===== config.mk =====
export PLATFORM = sky130hd
export DESIGN_NAME = booth_mult_seq_flat
export DESIGN_NICKNAME = d
export VERILOG_FILES = /design/src/rtl/booth_mult_seq_if.sv /design/src/rtl/booth_mult_seq.sv /design/src/flat_wrapper.sv
export SDC_FILE = /design/constraint.sdc
export NUM_CORES = 1
export LEC_CHECK = 0
export CAP_MARGIN = 20
export CELL_PAD_IN_SITES_DETAIL_PLACEMENT = 0
export CELL_PAD_IN_SITES_GLOBAL_PLACEMENT = 1
export CORE_UTILIZATION = 40
export CTS_CLUSTER_DIAMETER = 100
export CTS_CLUSTER_SIZE = 25
export DETAILED_ROUTE_END_ITERATION = 16
export PLACE_DENSITY_LB_ADDON = 0.1
export SETUP_SLACK_MARGIN = 0.02
export SKIP_CTS_REPAIR_TIMING = 1
export SYNTH_ARGS = -nofsm -noshare
export SYNTH_HDL_FRONTEND = slang
export SYNTH_SLANG_ARGS = --single-unit

===== constraint.sdc =====
create_clock -name clk -period 7.05 [get_ports clk]
set_clock_uncertainty 0.1 [all_clocks]
set_input_delay 1.41 -clock clk [delete_from_list [all_inputs] [get_ports clk]]
set_output_delay 1.41 -clock clk [all_outputs]
set_load 0.01 [all_outputs]

===== src/rtl/booth_mult_seq_if.sv =====
// Purpose : request/result bundle for the iterative Booth multiplier.
// Ports   : start/tc/M/Q flow from requester to multiplier; busy/done/P flow back.
// Modports: master = requester side, slave = multiplier side.
interface booth_mult_seq_if #(
   parameter int WIDTH = 8
);
   logic                 start;
   logic                 tc;
   logic [WIDTH-1:0]     M;
   logic [WIDTH-1:0]     Q;
   logic                 busy;
   logic                 done;
   logic [2*WIDTH-1:0]   P;

   modport master (
      output start, tc, M, Q,
      input  busy, done, P
   );

   modport slave (
      input  start, tc, M, Q,
      output busy, done, P
   );
endinterface


===== src/rtl/booth_mult_seq.sv =====
// Purpose : iterative radix-2 Booth multiplier, one Booth step per clock, signed or unsigned.
// Latency : done pulses WIDTH+1 clocks after the edge that samples start; issue interval WIDTH+3.
// Backpr. : none queued; start is only looked at in IDLE, busy flags the RUN phase.
// Ports   : clk, rst (async, active-high); bus.slave carries start/tc/M/Q in and busy/done/P out.
module booth_mult_seq #(
   parameter int WIDTH = 8
) (
   input  logic           clk,
   input  logic           rst,
   booth_mult_seq_if.slave bus
);
   // One extra bit lets both signed and unsigned operands live in a single
   // signed datapath: the mode is folded into the extension at capture.
   localparam int N  = WIDTH + 1;
   localparam int CW = $clog2(N + 1);

   typedef enum logic [1:0] {
      IDLE = 2'd0,
      RUN  = 2'd1,
      DONE = 2'd2
   } state_t;

   state_t              state;
   logic [N-1:0]        a;
   logic [N-1:0]        qr;
   logic                q_m1;
   logic [N-1:0]        m_ext;
   logic [CW-1:0]       count;
   logic                busy_r;
   logic                done_r;
   logic [2*WIDTH-1:0]  p_r;

   logic [N-1:0]        m_in;
   logic [N-1:0]        q_in;
   logic [N-1:0]        sum;
   logic [N-1:0]        a_next;
   logic [N-1:0]        qr_next;

   always_comb begin
      m_in = {bus.tc & bus.M[WIDTH-1], bus.M};
      q_in = {bus.tc & bus.Q[WIDTH-1], bus.Q};

      // Booth recoding of the pair {Q0, Q_-1}; A wraps at N bits.
      case ({qr[0], q_m1})
         2'b01:   sum = a + m_ext;
         2'b10:   sum = a - m_ext;
         default: sum = a;
      endcase

      // Arithmetic right shift of {A, Qreg, Q_-1}; Q_-1 takes qr[0] in the FSM.
      a_next  = {sum[N-1], sum[N-1:1]};
      qr_next = {sum[0], qr[N-1:1]};
   end

   always_ff @(posedge clk or posedge rst) begin
      if (rst) begin
         state  <= IDLE;
         a      <= '0;
         qr     <= '0;
         q_m1   <= 1'b0;
         m_ext  <= '0;
         count  <= '0;
         busy_r <= 1'b0;
         done_r <= 1'b0;
         p_r    <= '0;
      end else begin
         case (state)
            IDLE: begin
               done_r <= 1'b0;
               if (bus.start) begin
                  m_ext  <= m_in;
                  qr     <= q_in;
                  a      <= '0;
                  q_m1   <= 1'b0;
                  count  <= '0;
                  busy_r <= 1'b1;
                  state  <= RUN;
               end
            end
            RUN: begin
               a     <= a_next;
               qr    <= qr_next;
               q_m1  <= qr[0];
               count <= count + 1'b1;
               if (count == CW'(N - 1)) begin
                  // Low 2*WIDTH bits of the 2N-bit {A, Qreg}: the top two
                  // bits of A are pure sign/overflow and are dropped.
                  p_r    <= {a_next[N-3:0], qr_next};
                  busy_r <= 1'b0;
                  done_r <= 1'b1;
                  state  <= DONE;
               end
            end
            DONE: begin
               done_r <= 1'b0;
               state  <= IDLE;
            end
            default: begin
               busy_r <= 1'b0;
               done_r <= 1'b0;
               state  <= IDLE;
            end
         endcase
      end
   end

   assign bus.busy = busy_r;
   assign bus.done = done_r;
   assign bus.P    = p_r;
endmodule


===== src/flat_wrapper.sv =====
// flat-port wrapper written by rule: the top's interface ports become plain ports
module booth_mult_seq_flat 
#(
   parameter int WIDTH = 8
)
  (clk, rst, bus_start, bus_tc, bus_M, bus_Q, bus_busy, bus_done, bus_P);
  booth_mult_seq_if #(.WIDTH(WIDTH)) bus_i ();
  input  logic clk;
  input  logic rst;
  input wire logic [$bits(bus_i.start)-1:0] bus_start;
  input wire logic [$bits(bus_i.tc)-1:0] bus_tc;
  input wire logic [$bits(bus_i.M)-1:0] bus_M;
  input wire logic [$bits(bus_i.Q)-1:0] bus_Q;
  output wire logic [$bits(bus_i.busy)-1:0] bus_busy;
  output wire logic [$bits(bus_i.done)-1:0] bus_done;
  output wire logic [$bits(bus_i.P)-1:0] bus_P;
  assign bus_i.start = bus_start;
  assign bus_i.tc = bus_tc;
  assign bus_i.M = bus_M;
  assign bus_i.Q = bus_Q;
  assign bus_busy = bus_i.busy;
  assign bus_done = bus_i.done;
  assign bus_P = bus_i.P;
  booth_mult_seq #(.WIDTH(WIDTH)) u_core (.clk(clk), .rst(rst), .bus(bus_i));
endmodule

==> results.md <==
* Status: complete, but fails checks
* Failing checks: design-rule violations
* Filler Cell Count at roughly 640
* Die W at about 84 µm
* FF-to-FF Start: u_core.state[0]$_DFFE_PP0P_
* CTS Buf Count at 5
* CP Class: input pin to flop
* Number of diodes at 0
* Fmax at 0.3211 GHz
* Ports at 38
* CP Capture Type: flop
* Post-synth EDFFs at 0
* Num rows at 29
* Grt total ovfl at 0
* Max_cap viols at 0
* Slowest CP cell: nor2b_1
* CP delay by family, top: simple AND/OR/NAND/NOR gates
* Slew HR at between 40% and 50%
* Initial DRC count at 100
* Via count at 2130
* Die H at approximately 84 µm
* Area leader, netlist: dfrtp_1
* Dpl hpwl at 4039 µm
* Clock Tree Buf Depth at 2
* Post-synth cell types at 45
* Seq cells post-synth at between 50 and 60
* Worst r2r dst: u_core.bus.P[15]$_DFFE_PP0P_
* CP Data Arrival Time at 3.23 ns
* Final WL at ~5800 µm
* Pre-antenna DRT Iters at 10
* Synth-to-layout area growth at 18.20%
* Wirelength per Cell at ~14 µm
* CORE AREA at about 6500 µm²
* Cell area after synthesis at around 2700 µm²
* Design area at around 3200 µm²
* Most common cell in the netlist: nand2_1
* Worst Setup Start Kind: input pin
* Top_reg_cell synth: dfrtp_1
* Final ANT Viol Nets at 0
* Synthesized Nets at around 340
* Clk_lat worst skew at about 0.3 ns
* GP Congestion at 0.7485
* P_leak at around 1.5 nW
* CP max FO at 12
* Hold Path End: u_core.bus.P[5]$_DFFE_PP0P_
* Multi-input logic area at about 1300 µm²
* Worst min-delay path category: flop to flop
* Antenna violations before repair at 0
* Bufs and invs on worst path at 1
* WP data required at roughly 7.2 ns
* First-pass GRT wire length at approximately 10000 µm
* Starting Density at a little over two fifths
* Synth Area per Inst at approximately 9.0 µm²
* Synth top area cells: dfrtp_1 (47%), nand2_1 (10%), ha_1 (5.5%)
* CTS clk-pin slew, worst paths at roughly 0.08 ns
* Share of layout cells above drive strength 1 at just under 4%
* Commonest cells in the netlist: nand2_1 (75), dfrtp_1 (51), o21ai_0 (28)
* All-Layer GR Usage at about 18%
* Register area at 1276 µm²
* CTS root buf: clkbuf_8
* Via-to-Cell Ratio at ~5.2
* Ys async rst share at 100.0%
* Power per cell area at between 500 and 600 nW/µm²
* Max Slew Vio Count at 0
* H-tree Lvls at 2
* Period Utilization, post-route at ~44%
* Worst-margin pin slew at roughly 0.76 ns
* Nets at 366
* Largest net degree at the start of global routing at 52
* Final hold viol count at 0
* CTS tree: yes
* Yosys top cell area share at between 40% and 50%
* Number of global-route vias before repair at 2050
* Final setup violation count at 0
* Ys Warns at 0
* RSZ-0062 raised after global routing: no
* R2r setup slk at 3.97 ns
* Cell area after placement at approximately 3100 µm²
* Worst R2R Path Depth at 4
* Mapped Cells at between 300 and 400
* IO buf count at 37
* Hold Path Depth at 2
* Die area at 7105 µm²
* Critical path's largest stage delay at 0.65 ns
* CP most frequent cell: nor2b_1
* DRC Markers at 6
* Setup total negative slack at 0 ns
* Final min period at about 3.1 ns
* Design Power at around 1.7 mW
* CP Cell Sequence: clkdlybuf4s50_1, nor2b_1, nor2b_1, nand3_1, o211ai_1
* Clk sinks at 51
* Max VDD drop at between 0.15 and 0.2 mV
* Sequential share of the synthesized area at a little under half
* Hold path start: u_core.bus.P[5]$_DFFE_PP0P_
## sequential cells by signal, indices dropped and copies added, names as in the netlist
register,cells
u_core.m_ext,9
u_core.bus.P,16
u_core.bus.done,1
u_core.count,4
u_core.a,8
u_core.state,2
u_core.q_m1,1
u_core.qr,9
u_core.bus.busy,1
## cells in the final DEF (no fill, tap or decap), types with 2 or more instances in the layout
cell and n:
ha_1 12, nand2_1 75, dfrtp_1 51, o31ai_1 3, nor2_1 13, o21ai_0 28, and3b_1 8, o21a_1 3
buf_4 2, nor3_1 7, a22o_1 4, a31oi_1 2, o31a_1 2, nand2b_1 3, clkdlybuf4s50_1 37, nor2b_1 6
and3_1 2, clkbuf_8 5, nor4b_1 3, nand3_1 4, a21oi_1 18, xnor2_1 8, mux2_2 2, inv_1 11
## cell families (layout without fill, tap and decap cells)
logic type,count (synthesis),in the layout,share of synthesized area [%]
buf+inv,27,57,3.926
xor+xnor,9,9,2.910
mux,4,4,1.617
fa+ha+maj,13,13,6.282
compound gates,72,72,16.26
flops,51,51,47.11
simple gates,126,126,21.89
## how the worst max path moves through the flow
| stage | from | to | slack, ns | cells after the start |
|---|---|---|---|---|
| 3_3_place_gp | bus_start | u_core.qr[8]$_DFFE_PP0P_ | 3.68 | 5 |
| 2_1_floorplan | rst | u_core.a[0]$_DFFE_PP0P_ | 4.31 | 1 |
| 4_1_cts | bus_start | u_core.qr[8]$_DFFE_PP0P_ | 3.93 | 5 |
| 3_5_place_dp | bus_start | u_core.qr[8]$_DFFE_PP0P_ | 3.64 | 5 |
| 5_1_grt | bus_start | u_core.qr[8]$_DFFE_PP0P_ | 3.73 | 5 |
| 6_report | bus_start | u_core.qr[8]$_DFFE_PP0P_ | 3.94 | 5 |
## per-stage QoR
stage | std cells | utilization [%] | hold WS [ns] | setup WS, ns
after floorplan | 302 | - | 0.3569 | 4.310
after global placement | 403 | 48.45 | 0.3576 | 3.683
after detailed placement | 403 | 48.45 | 0.3631 | 3.644
after CTS | 409 | 49.57 | 0.3836 | 3.929
after global routing | 409 | 49.57 | 0.4010 | 3.728
final | 409 | 49.57 | 0.3778 | 3.936
## layer usage
metal  track usage (%)  vias to the layer above  part of all wire, %
met2             27.87                       33                   44
met3             3.343                        5                  3.0
met5                 0                        -                    0
li1                  -                     1096                    -
met1             25.96                      996                   52
met4             4.702                        0                 0.80
## layout make-up
class | count | share of cell area, %
repair buffers | 39 | 12.04
well taps | 77 | 3.009
clock buffers | 6 | 2.267
flip-flops and latches | 51 | 39.86
inverters | 12 | 1.407
multi-input cells | 224 | 41.42
## where the power goes
part	leakage (nW)	switching (mW)	internal [mW]
clock network	0.0371	0.0893	0.0664
registers	0.639	0.120	0.430
logic	0.787	0.538	0.469
total	1.46	0.747	0.965
## worst register-to-register path: stages (launching register included)
cell and delay [ns]:
dfrtp_1 0.68, nor2b_1 0.61, nand2_1 0.65, inv_1 0.57
mux2_1 0.37
Power figures use the tool's default switching activity.
